--- config.mk ---
export PLATFORM = sky130hd
export DESIGN_NAME = ahb_sram_ctrl
export DESIGN_NICKNAME = d
export VERILOG_FILES = /design/src/rtl/ahb_sram_pkg.sv /design/src/rtl/ahb_sram_lane_dec.sv /design/src/rtl/ahb_sram_ctrl.sv
export SDC_FILE = /design/constraint.sdc
export NUM_CORES = 1
export LEC_CHECK = 0
export ABC_AREA = 1
export CORE_MARGIN = 4
export CORE_UTILIZATION = 33
export DETAILED_ROUTE_END_ITERATION = 12
export PLACE_DENSITY = 0.95
export REMOVE_ABC_BUFFERS = 1
export SKIP_LAST_GASP = 1
export SYNTH_ARGS = -nofsm -noshare
export SYNTH_HDL_FRONTEND = slang
export SYNTH_SLANG_ARGS = --single-unit
--- constraint.sdc ---
create_clock -name hclk -period 3.35 [get_ports hclk]
set_clock_uncertainty 0.05 [all_clocks]
set_input_delay 0.67 -clock hclk [delete_from_list [all_inputs] [get_ports hclk]]
set_output_delay 0.67 -clock hclk [all_outputs]
set_load 0.02 [all_outputs]
--- src/rtl/ahb_sram_pkg.sv ---
// Shared AHB-Lite encodings and controller state type for the SRAM slave.
package ahb_sram_pkg;

    localparam logic [1:0] HTRANS_IDLE   = 2'b00;
    localparam logic [1:0] HTRANS_BUSY   = 2'b01;
    localparam logic [1:0] HTRANS_NONSEQ = 2'b10;
    localparam logic [1:0] HTRANS_SEQ    = 2'b11;

    localparam logic [1:0] HRESP_OKAY  = 2'b00;
    localparam logic [1:0] HRESP_ERROR = 2'b01;

    localparam logic [2:0] HSIZE_BYTE = 3'b000;
    localparam logic [2:0] HSIZE_HALF = 3'b001;
    localparam logic [2:0] HSIZE_WORD = 3'b010;

    typedef enum logic [2:0] {
        StIdle,
        StWr,
        StRd,
        StRdw,
        StErr1,
        StErr2
    } state_e;

endpackage

--- src/rtl/ahb_sram_lane_dec.sv ---
// Decodes transfer size and low address bits into a byte-lane mask and a legality flag.
module ahb_sram_lane_dec
    import ahb_sram_pkg::*;
(
    input  logic [2:0] hsize_i,
    input  logic [1:0] addr_lo_i,
    output logic [3:0] lane_mask_o,
    output logic       legal_o
);

    always_comb begin
        lane_mask_o = 4'b0000;
        legal_o     = 1'b0;
        case (hsize_i)
            HSIZE_BYTE: begin
                lane_mask_o = 4'b0001 << addr_lo_i;
                legal_o     = 1'b1;
            end
            HSIZE_HALF: begin
                lane_mask_o = addr_lo_i[1] ? 4'b1100 : 4'b0011;
                legal_o     = ~addr_lo_i[0];
            end
            HSIZE_WORD: begin
                lane_mask_o = 4'b1111;
                legal_o     = (addr_lo_i == 2'b00);
            end
            default: begin
                lane_mask_o = 4'b0000;
                legal_o     = 1'b0;
            end
        endcase
    end

endmodule

--- src/rtl/ahb_sram_ctrl.sv ---
// AHB-Lite slave front end for a single-port SRAM: zero-wait reads, posted writes,
// one wait state for a read that collides with a write data phase.
module ahb_sram_ctrl
    import ahb_sram_pkg::*;
#(
    parameter int unsigned ADDRWIDTH = 17,
    parameter int unsigned DATAWIDTH = 32
) (
    input  logic                 hclk,
    input  logic                 hrst_b,
    input  logic                 hsel,
    input  logic [31:0]          haddr,
    input  logic [1:0]           htrans,
    input  logic                 hwrite,
    input  logic [2:0]           hsize,
    input  logic [DATAWIDTH-1:0] hwdata,
    input  logic                 hready,
    output logic                 hreadyout,
    output logic [1:0]           hresp,
    output logic [DATAWIDTH-1:0] hrdata,
    output logic [ADDRWIDTH-1:0] sram_a,
    output logic                 sram_cen,
    output logic [DATAWIDTH-1:0] sram_d,
    output logic [3:0]           sram_bwen,
    input  logic [DATAWIDTH-1:0] sram_q
);

    state_e               state_q, state_d;
    logic [ADDRWIDTH-1:0] addr_q, addr_d;
    logic [3:0]           lane_q, lane_d;

    logic                 acc;
    logic                 can_accept;
    logic                 legal;
    logic [3:0]           lane_mask;
    logic [ADDRWIDTH-1:0] word_addr;
    logic                 unused_bits;

    assign acc         = hsel & htrans[1] & hready;
    assign word_addr   = haddr[ADDRWIDTH+1:2];
    assign unused_bits = ^{haddr[31:ADDRWIDTH+2], htrans[0]};
    assign hrdata      = sram_q;

    ahb_sram_lane_dec u_lane_dec (
        .hsize_i    (hsize),
        .addr_lo_i  (haddr[1:0]),
        .lane_mask_o(lane_mask),
        .legal_o    (legal)
    );

    always_comb begin
        state_d    = state_q;
        addr_d     = addr_q;
        lane_d     = lane_q;
        can_accept = 1'b0;
        hreadyout  = 1'b1;
        hresp      = HRESP_OKAY;
        sram_cen   = 1'b1;
        sram_bwen  = 4'hF;
        sram_a     = addr_q;
        sram_d     = hwdata;

        unique case (state_q)
            StIdle: begin
                state_d    = StIdle;
                can_accept = 1'b1;
            end
            StWr: begin
                sram_cen   = 1'b0;
                sram_bwen  = ~lane_q;
                state_d    = StIdle;
                can_accept = 1'b1;
            end
            StRd: begin
                state_d    = StIdle;
                can_accept = 1'b1;
            end
            StRdw: begin
                hreadyout = 1'b0;
                sram_cen  = 1'b0;
                state_d   = StRd;
            end
            StErr1: begin
                hreadyout = 1'b0;
                hresp     = HRESP_ERROR;
                state_d   = StErr2;
            end
            StErr2: begin
                hresp      = HRESP_ERROR;
                state_d    = StIdle;
                can_accept = 1'b1;
            end
            default: state_d = StIdle;
        endcase

        // New address phase; a read during a write data phase must wait for the port.
        if (can_accept && acc) begin
            if (!legal) begin
                state_d = StErr1;
            end else if (hwrite) begin
                addr_d  = word_addr;
                lane_d  = lane_mask;
                state_d = StWr;
            end else if (state_q == StWr) begin
                addr_d  = word_addr;
                state_d = StRdw;
            end else begin
                sram_cen = 1'b0;
                sram_a   = word_addr;
                state_d  = StRd;
            end
        end
    end

    always_ff @(posedge hclk or negedge hrst_b) begin
        if (!hrst_b) begin
            state_q <= StIdle;
            addr_q  <= '0;
            lane_q  <= '0;
        end else begin
            state_q <= state_d;
            addr_q  <= addr_d;
            lane_q  <= lane_d;
        end
    end

endmodule

==> Flow_metrics.wiki, run 1 <==
{| class="wikitable"
! Metric !! Value
|-
| Result of the run || finished, final reports clean
|-
| GR met2 Demand/Resource || about 48%
|-
| Fraction of layout instances using a drive strength above 1 || a little under an eighth
|-
| Required time at the endpoint of the critical path || around 2.6 ns
|-
| Instance count of the mapped netlist || ~270
|-
| TritonCTS clock tree || done
|-
| Arrival time worst endpoint || around 2.6 ns
|-
| Total Neg Setup Slack || 0 ns
|-
| Chip Height || 85.9 um
|-
| GP Congestion || a little over 0.9
|-
| CORE AREA || 5920 um2
|-
| GRT met1 Usage || about 15%
|-
| Max cap viols || 0
|-
| Die width || between 80 and 90 um
|-
| Final antenna-violating net count || 0
|-
| Vias per std cell || between 5 and 6
|-
| Total Routing Usage GR || between 20 and 30%
|-
| Endpoint class of the critical path || output port
|-
| Clk network pwr share || between 10% and 20%
|-
| Static leakage || 1.31 nW
|-
| Final #Nets || approximately 370
|-
| Start point of the worst hold path || addr_q[10]$_DFFE_PN0P_
|-
| Most Crowded Layer GR || met2
|-
| Part of the total power dissipated in combinational logic || 51.6%
|-
| Clock buffer count from CTS || 3
|-
| Maximum number of pins on one net before global-route repair || 29
|-
| CP cell instances || clkdlybuf4s50_1, nor2_4, nand2_2, nand2_2, buf_12, nand4_1, nand2_1, clkdlybuf4s50_1
|-
| # port buffers || 51
|-
| Timing-limited maximum frequency || around 300 MHz
|-
| Effective utilization at floorplan || ~34%
|-
| Worst flop-to-flop path startpoint || state_q[0]$_DFF_PN0_
|-
| Worst hold path class || register to register
|-
| Family of cells with the greatest summed delay on the critical path || buffers and inverters
|-
| Final setup fails || 0
|-
| Initial antenna violation count || 0
|-
| Global-route wire length before repair || ~14000 um
|-
| Die ar. || between 7000 and 8000 um2
|-
| Post-Route WL || approximately 11000 um
|-
| Setup repair after global routing missed its margin || true
|-
| Insertion delay to the later sink of the worst-skew pair || between 0.2 and 0.3 ns
|-
| Routed vias || ~1800
|-
| H-tree levels || 1
|-
| Count of state elements after synthesis || 24
|-
| Combined buffer and inverter count along the critical path || 3
|-
| Flop-to-flop setup slack || around 1.6 ns
|-
| Slowest stage cell on the critical path || sky130_fd_sc_hd__clkdlybuf4s50_1
|-
| Path type of the worst setup path || input pin to output port
|-
| Final hold violation count || 0
|-
| Critical-path maximum fanout || 22
|-
| Number of cells traversed by the worst register-to-register path || 9
|-
| Slew at the pin closest to its max-slew limit || ~1.1 ns
|-
| Number of placement rows || 28
|-
| WHS Path Cells || 2
|-
| Fin crit period || 3.28 ns
|-
| DP Wirelength || 9310 um
|-
| Mapped Area || ~2000 um2
|-
| Antenna Diode Count || 0
|-
| Cts-stage hold buffer count || 0
|-
| Max Root-Sink Buffers || 2
|-
| Destination of the worst register-to-register timing path || addr_q[11]$_DFFE_PN0P_
|-
| Number of slew-limit violations in the final report || 0
|-
| Clk root buf || sky130_fd_sc_hd__clkbuf_8
|-
| Share of power burned in registers || 32.9%
|-
| Synth-to-layout area growth || 13.5%
|-
| DR WL/cell || 31.4 um
|-
| Switching component of the power || ~0.00055 W
|-
| Period utilization || between 90% and 100%
|-
| Max-slew headroom || between 20% and 30%
|-
| Violation count after the first detailed-routing iteration || 90
|-
| Met3 usage || around a third
|-
| End point of the worst hold path || addr_q[10]$_DFFE_PN0P_
|-
| Post-route core utilization || 38.4%
|-
| Switching fraction of total power || approximately two fifths
|-
| Max rail drop VDD || around 0.0002 V
|-
| Avg Cell Area, Syn || about 7.3 um2
|-
| Part of the Yosys area used for sequential elements || 30.0%
|-
| Number of distinct library cell variants in the gate-level netlist after synthesis || 21
|-
| First-pass DRT Iterations || 4
|-
| Element type at the critical path start || input pin
|-
| Clock slew at the register clock pins of the worst setup and hold paths || 0.09 ns
|-
| Global route total overflow || 0
|-
| Via count of the first global-routing pass || about 1600
|-
| Clock net sink count || 24
|-
| Maximum single-stage delay on the critical path || ~0.59 ns
|-
| Power density relative to cell area || roughly 590 nW/um2
|-
| Internal power consumption || just under 0.0008 W
|-
| DR DRC count || 0
|-
| Number of warning messages in the yosys log || 0
|-
| I/O pins || 195
|-
| Final-layout worst hold slack || approximately 0.43 ns
|}
## repair_timing
| action | 4_1_cts | 5_1_grt |
|---|---|---|
| endpoints found under the setup margin | 0 | 18 |
| resized for setup | 0 | 15 |
| buffers inserted | 0 | 3 |
| endpoints found under the hold margin | 0 | 0 |
## registers in the layout, summed over array words and instances (netlist names)
name and count:
addr_q 17, lane_q 4, state_q 3
## layer usage
layer  up-vias  wire length, um
met1       810             1930
met4         0              648
met3        32             2780
met5         -                0
met2       186             5320
li1        814                -
## cell usage in the layout, fill, tap and decap left out
cell | netlist | routed
sky130_fd_sc_hd__dlymetal6s2s_1 | 0 | 15
sky130_fd_sc_hd__nand2_1 | 88 | 88
sky130_fd_sc_hd__nand2_2 | 3 | 3
sky130_fd_sc_hd__nand3_1 | 19 | 19
sky130_fd_sc_hd__conb_1 | 1 | 1
sky130_fd_sc_hd__nand2_4 | 1 | 1
sky130_fd_sc_hd__nand4_1 | 34 | 34
sky130_fd_sc_hd__buf_4 | 69 | 11
sky130_fd_sc_hd__clkdlybuf4s50_1 | 0 | 36
sky130_fd_sc_hd__nor2_1 | 7 | 7
sky130_fd_sc_hd__dfrtp_1 | 24 | 24
sky130_fd_sc_hd__buf_12 | 0 | 3
sky130_fd_sc_hd__inv_2 | 2 | 2
sky130_fd_sc_hd__inv_1 | 9 | 9
sky130_fd_sc_hd__clkbuf_8 | 0 | 4
sky130_fd_sc_hd__nor2_4 | 1 | 1
sky130_fd_sc_hd__a21oi_1 | 1 | 1
sky130_fd_sc_hd__nor2_2 | 1 | 1
sky130_fd_sc_hd__nand3_2 | 1 | 1
sky130_fd_sc_hd__nand3b_1 | 1 | 1
sky130_fd_sc_hd__nor2_8 | 1 | 1
sky130_fd_sc_hd__nand3_4 | 2 | 2
## worst reg2reg max path, cell delays in order, from the launching register on
cell                      delay (ns)
sky130_fd_sc_hd__dfrtp_1        0.41
sky130_fd_sc_hd__inv_1          0.06
sky130_fd_sc_hd__nand2_1        0.09
sky130_fd_sc_hd__nand2_2        0.09
sky130_fd_sc_hd__nor2_8         0.13
sky130_fd_sc_hd__buf_12         0.18
sky130_fd_sc_hd__buf_4          0.19
sky130_fd_sc_hd__nand3_4        0.22
sky130_fd_sc_hd__nand2_1        0.14
sky130_fd_sc_hd__nand2_1        0.05
## power by group through the flow
stage	clock network (W)	registers [W]	logic [W]
floorplan	0	0.000428	0.000372
global placement	0	0.000436	0.000686
detailed placement	0	0.000443	0.000701
CTS	0.000208	0.000437	0.000704
global route	0.000217	0.000451	0.000744
finish	0.000208	0.000439	0.000688
## cell families after synthesis
| kind of cell | Yosys count | synth area share, % |
|---|---|---|
| compound gates | 1 | 0.249 |
| buf+inv | 88 | 30.5 |
| flops | 24 | 30.0 |
| other cells | 1 | 0.187 |
| simple gates | 159 | 39.1 |
## synthesized netlist by cell type
cell type / instances / area (um2)
sky130_fd_sc_hd__nand2_2: 3 / 18.8
sky130_fd_sc_hd__nor2_4: 1 / 11.3
sky130_fd_sc_hd__nand4_1: 34 / 213
sky130_fd_sc_hd__dfrtp_1: 24 / 601
sky130_fd_sc_hd__nand2_4: 1 / 11.3
sky130_fd_sc_hd__a21oi_1: 1 / 5.00
sky130_fd_sc_hd__inv_2: 2 / 7.51
sky130_fd_sc_hd__conb_1: 1 / 3.75
sky130_fd_sc_hd__buf_2: 5 / 25.0
sky130_fd_sc_hd__nor2_2: 1 / 6.26
sky130_fd_sc_hd__buf_4: 69 / 518
sky130_fd_sc_hd__nand3b_1: 1 / 7.51
sky130_fd_sc_hd__nor2_1: 7 / 26.3
sky130_fd_sc_hd__buf_6: 2 / 22.5
sky130_fd_sc_hd__nor2_8: 1 / 20.0
sky130_fd_sc_hd__nand2_1: 88 / 330
sky130_fd_sc_hd__inv_1: 9 / 33.8
sky130_fd_sc_hd__nand3_2: 1 / 10.0
sky130_fd_sc_hd__nand3_1: 19 / 95.1
sky130_fd_sc_hd__buf_1: 1 / 3.75
sky130_fd_sc_hd__nand3_4: 2 / 35.0
## area by class of cell
| type | count | area, um2 |
|---|---|---|
| Sequential cell | 24 | 601 |
| Inverter | 11 | 41.3 |
| Fill cell | 602 | 3650 |
| Tap cell | 75 | 93.8 |
| Timing Repair Buffer | 65 | 691 |
| Clock buffer | 4 | 55.1 |
| Multi-Input combinational cell | 161 | 793 |
## worst max-delay path by stage
stage / start / end / slack (ns) / depth (start not counted)
after floorplan: hsize[0] / sram_a[0] / 0.82 / 6
after CTS: hsize[1] / sram_a[8] / 0.03 / 8
after global routing: hsize[0] / sram_a[11] / -0.01 / 8
final: hsize[1] / sram_a[11] / 0.07 / 8
after global placement: hsize[2] / sram_cen / 0.1 / 9
after detailed placement: hsize[1] / sram_a[8] / 0.04 / 8
## stage by stage
stage               area (um2)  worst slack (ns)  instances  power, W
floorplan                 1440             0.821        196  0.000800
global placement          2160            0.0991        333   0.00112
detailed placement        2160            0.0400        333   0.00114
CTS                       2210            0.0300        337   0.00135
global route              2270           -0.0124        340   0.00141
finish                    2270            0.0715        340   0.00133
(Power assumes the default switching activity.)
==> run 2, diff against run 1 <==
Settings changed: SLEW_MARGIN from default to 5.
==> results of run 2 <==
Final layout, timing and power as in run 1 (identical DEF).
